[config.mk]
export PLATFORM = sky130hd
export DESIGN_NAME = reg_file_sb
export DESIGN_NICKNAME = d
export VERILOG_FILES = /design/src/rtl/reg_file_sb.sv
export SDC_FILE = /design/constraint.sdc
export NUM_CORES = 1
export LEC_CHECK = 0
export BUFFER_PORTS_ARGS = -buffer_cell sky130_fd_sc_hd__buf_2
export CORE_UTILIZATION = 40
export CTS_BUF_LIST = sky130_fd_sc_hd__clkbuf_8
export DETAILED_ROUTE_END_ITERATION = 10
export GPL_ROUTABILITY_DRIVEN = 0
export SLEW_MARGIN = 10
export SYNTH_ARGS = -nofsm -noshare
export SYNTH_HDL_FRONTEND = slang
export SYNTH_SLANG_ARGS = --single-unit
[constraint.sdc]
create_clock -name clk -period 2.3 [get_ports clk]
set_input_delay 0.115 -clock clk [delete_from_list [all_inputs] [get_ports clk]]
set_output_delay 0.115 -clock clk [all_outputs]
set_load 0.03 [all_outputs]
[src/rtl/reg_file_sb.sv]
// Two-read/one-write register file with a per-register pending-write counter for RAW stalls.
// Define REGFILE_BYPASS_EN to forward DataIn to same-cycle reads of the register being written.
module reg_file_sb #(
   parameter int WIDTH     = 16,
   parameter int DEPTH     = 8,
   parameter int AW        = $clog2(DEPTH),
   parameter int CNT_W     = 2,
   parameter int ZERO_REG0 = 0
) (
   input  logic             clk,
   input  logic             rst,
   input  logic [AW-1:0]    ReadSelS,
   input  logic [AW-1:0]    ReadSelT,
   input  logic             ReadEnS,
   input  logic             ReadEnT,
   input  logic [AW-1:0]    WrSel,
   input  logic             WrRegEn,
   input  logic [WIDTH-1:0] DataIn,
   input  logic             IssueEn,
   input  logic [AW-1:0]    IssueSel,
   output logic [WIDTH-1:0] Rs,
   output logic [WIDTH-1:0] Rt,
   output logic             BusyS,
   output logic             BusyT,
   output logic             IssueFull,
   output logic             Stall
);

   localparam logic [CNT_W-1:0] CNT_MAX = '1;
   localparam logic [CNT_W-1:0] CNT_ONE = CNT_W'(1);

   logic [WIDTH-1:0] regs [DEPTH];
   logic [CNT_W-1:0] cnt  [DEPTH];

   function automatic logic is_zero(input logic [AW-1:0] sel);
      return (ZERO_REG0 != 0) && (sel == '0);
   endfunction

   logic issue_dec;
   logic issue_ok;
   logic wr_ok;

   // A retire on the same register frees a slot, so a full counter can still accept this issue.
   assign issue_dec = WrRegEn && (WrSel == IssueSel) && (cnt[IssueSel] != '0);
   assign IssueFull = (cnt[IssueSel] == CNT_MAX) && !issue_dec && !is_zero(IssueSel);
   assign issue_ok  = IssueEn && !IssueFull && !is_zero(IssueSel);
   assign wr_ok     = WrRegEn && !is_zero(WrSel);

   always_ff @(posedge clk) begin
      if (rst) begin
         for (int r = 0; r < DEPTH; r++) begin
            regs[r] <= '0;
            cnt[r]  <= '0;
         end
      end else begin
         if (wr_ok)
            regs[WrSel] <= DataIn;
         for (int r = 0; r < DEPTH; r++) begin
            logic inc;
            logic dec;
            inc = issue_ok && (IssueSel == AW'(r));
            dec = wr_ok && (WrSel == AW'(r)) && (cnt[r] != '0);
            if (inc && !dec)
               cnt[r] <= cnt[r] + CNT_ONE;
            else if (dec && !inc)
               cnt[r] <= cnt[r] - CNT_ONE;
         end
      end
   end

   logic [WIDTH-1:0] rs_store;
   logic [WIDTH-1:0] rt_store;
   logic             cnt_nz_s;
   logic             cnt_nz_t;

   assign rs_store = is_zero(ReadSelS) ? '0 : regs[ReadSelS];
   assign rt_store = is_zero(ReadSelT) ? '0 : regs[ReadSelT];
   assign cnt_nz_s = (cnt[ReadSelS] != '0) && !is_zero(ReadSelS);
   assign cnt_nz_t = (cnt[ReadSelT] != '0) && !is_zero(ReadSelT);

`ifdef REGFILE_BYPASS_EN
   logic hit_s;
   logic hit_t;

   assign hit_s = wr_ok && (WrSel == ReadSelS);
   assign hit_t = wr_ok && (WrSel == ReadSelT);
   assign Rs    = hit_s ? DataIn : rs_store;
   assign Rt    = hit_t ? DataIn : rt_store;
   // The last outstanding write landing now satisfies the read.
   assign BusyS = cnt_nz_s && !(hit_s && (cnt[ReadSelS] == CNT_ONE));
   assign BusyT = cnt_nz_t && !(hit_t && (cnt[ReadSelT] == CNT_ONE));
`else
   assign Rs    = rs_store;
   assign Rt    = rt_store;
   assign BusyS = cnt_nz_s;
   assign BusyT = cnt_nz_t;
`endif

   assign Stall = (BusyS && ReadEnS) || (BusyT && ReadEnT) || (IssueEn && IssueFull);

endmodule

==> results by group <==
Power
  • Cell Pwr Density: 633.9 nW/um^2
  • Static leakage: 3.384 nW
  • Peak supply drop: 349.6 uV
  • Final Power: 0.006098 W

Layout
  • Fin nets: 712
  • Most common cell after layout, fill and taps aside: edfxtp_1
  • Antenna diodes: 0
  • # fillers: 1813
  • Fin util: 47.54%
  • Synthesis-to-layout area growth: 16.34%
  • Layout cell share with drive strength beyond 1: 38.75%
  • Commonest cells after routing, fill and taps aside: 144 x edfxtp_1, 128 x and2_1, 68 x mux4_2, 68 x buf_2, 40 x buf_4

Floorplan
  • Die area: 21250 um^2
  • Die X: 145.8 um
  • Core box area: 20230 um^2
  • Cell Rows: 52
  • Initial Util: 40.86%
  • DIE HEIGHT: 145.8 um
  • Ports: 70

STA
  • Setup TNS: 0 ps
  • # setup viols final: 0
  • Max Fclk: 438.4 MHz
  • Fin. max-slew vios: 0
  • Crit share post-route: 99.18%
  • Worst slew margin: 43.70%
  • Worst-Margin Slew: 841.5 ps
  • Final hold violations: 0
  • RSZ-0062 raised after global routing: true
  • Setup ws final: 18.86 ps
  • Final Critical Period: 2281 ps
  • Worst Skew: 4.832 ps

Drt
  • Total number of vias: 5387
  • Final ANT Viol Nets: 0
  • Post-DR wirelength/cell: 22.44 um
  • Via density: 5.617
  • Starting DRC count in detailed routing: 467
  • DRC: 0
  • DR pass1 iterations: 5
  • WL final: 21520 um

Setup path
  • Crit Path Category: flip-flop to output port
  • Type of origin of the critical path: flip-flop
  • Arrival @ worst endpoint: 2170 ps
  • Worst path required time: 2180 ps
  • CP cell instances: inv_2 > o31ai_1 > mux4_2 > o21a_1 > a221o_1 > buf_6
  • Critical path's slowest cell: mux4_2
  • Slowest stage delay, CP: 490 ps
  • Critical path peak fanout: 3
  • Setup crit end kind: output port

Clock network
  • H-tree levels: 4
  • Clock buffer count from CTS: 17
  • TritonCTS clock tree: yes
  • Clock sinks: 144
  • Clock Latency Late Sink: 460 ps
  • Clock Path Buffers: 2
  • Root buf cell: clkbuf_8
  • Worst-path clk slew: 90 ps

Synthesis
  • Top-area cell type share of the netlist area: 52.30%
  • Mapped Area: 8268 um^2
  • Synth top area cells: edfxtp_1 52%, mux4_2 18%, and2_1 9.7%, mux2_2 4.5%, clkbuf_1 1.1%
  • Syn nets: 611
  • Synthesized instance count: 576
  • Post-synthesis sequential area ratio: 52.30%
  • Mean Syn Cell Area: 14.35 um^2
  • Synthesis Warnings: 0
  • Yosys reg bits: 144
  • Post-synth cell types: 51
  • Area leader, netlist: edfxtp_1

Global route
  • Largest net degree at the start of global routing: 35
  • M3 GR Usage: 4.013%
  • GR Overflow Total: 0
  • Initial antenna violation count: 1
  • GRT Resource Usage Total: 21.45%
  • GRT busiest layer: met2
  • First-pass GRT wire length: 33380 um
  • Global Route met2 Usage: 36.00%
  • Number of global-route vias before repair: 5751
  • GR Util met1: 28.02%

Placement
  • DP HPWL: 13410 um
  • IO Port Bufs: 69
  • Place WS: 267.2 ps

Outcome
  • Status: complete, no violations

Hold path
  • Hold Crit Class: input port to flip-flop

Flow run
  • Max-cap violations: 0
==> state kept, by name, indices dropped and copies added, names as in the netlist <==
name  flops
regs    128
cnt      16
==> kinds of logic (layout without fill, tap and decap cells) <==
| family | after synthesis | count (layout) | share of synthesized area (%) |
|---|---|---|---|
| buffers and inverters | 39 | 152 | 1.998 |
| multiplexers | 102 | 102 | 23.18 |
| AND/OR/NAND/NOR | 234 | 234 | 16.80 |
| flip-flops | 144 | 144 | 52.30 |
| XOR/XNOR | 16 | 16 | 1.877 |
| AO/OA/AOI/OAI | 40 | 40 | 3.693 |
| adder cells (fa/ha/maj) | 1 | 1 | 0.1513 |
==> layout make-up <==
type / instances / area, um^2 / area share [%]
clock buffer: 17 / 234.0 / 2.432
inverter: 3 / 11.26 / 0.1171
clock inverter: 14 / 102.6 / 1.067
timing repair buffer: 118 / 782.0 / 8.130
multi-input combinational: 393 / 3827 / 39.79
sequential: 144 / 4324 / 44.95
tap: 270 / 337.8 / 3.512
==> final timing paths <==
kind | start | endpoint | slack [ps] | cells past startpoint
worst min register to register | cnt[7][0] | cnt[7][0] | 690 | 2
worst min-delay path | DataIn[4] | regs[5][4] | 20 | 2
worst max register to register | cnt[5][0] | cnt[7][0] | 570 | 5
worst max-delay path | cnt[5][0] | Stall | 20 | 6
==> power breakdown <==
group / switching, W / leakage, nW / internal, W / total, W
registers: 0.0000817 / 1.40 / 0.00307 / 0.00315
clock network: 0.000967 / 0.174 / 0.000822 / 0.00179
logic: 0.000659 / 1.81 / 0.000502 / 0.00116
==> metrics by stage <==
stage | std cells | cell area (um^2) | hold slack (ps)
2_1_floorplan | 576 | 8268 | 313.2
3_3_place_gp | 904 | 9044 | 472.6
3_5_place_dp | 904 | 9044 | 479.6
4_1_cts | 957 | 9582 | 0.1306
5_1_grt | 959 | 9619 | 14.83
6_report | 959 | 9619 | 17.45
==> synth_stat cells (all sizes together) <==
library cell	instances
o31ai	1
o21a	1
and2	128
o21bai	1
nand2	15
nor3b	1
mux2	33
a21oi	10
nand4	4
or3	4
mux4	68
or3b	2
a221o	1
nand3	12
xor2	9
or2	5
o211ai	1
nand2b	12
a41oi	1
a311oi	1
a211o	1
o22ai	1
xnor2	7
nor4b	5
a211oi	6
nor2b	1
nor2	22
o311ai	1
mux2i	1
clkbuf	24
inv	3
nand3b	4
or2b	1
a2111oi	2
nand4b	1
edfxtp	144
nor3	17
buf	12
o21ai	12
ha	1
==> critical path, delay by kind of cell, from the launching register on <==
family	cells	cell delay (ps)
compound gates	3	580
buf+inv	2	220
mux	1	490
flops	1	420
==> layer usage <==
metal | routed length, um | share of wire [%]
met1 | 9297 | 43
met2 | 10830 | 50
met3 | 1031 | 4.8
met4 | 353 | 1.6
met5 | 12 | 0.056
==> repair_timing <==
item	in CTS	in global routing
pin swaps	3	3
endpoints found under the hold margin	23	0
resized for setup	9	6
buffers inserted	17	2
endpoints found under the setup margin	1	1
hold buffers	5	0
cloned	0	0
(Power assumes the default switching activity.)
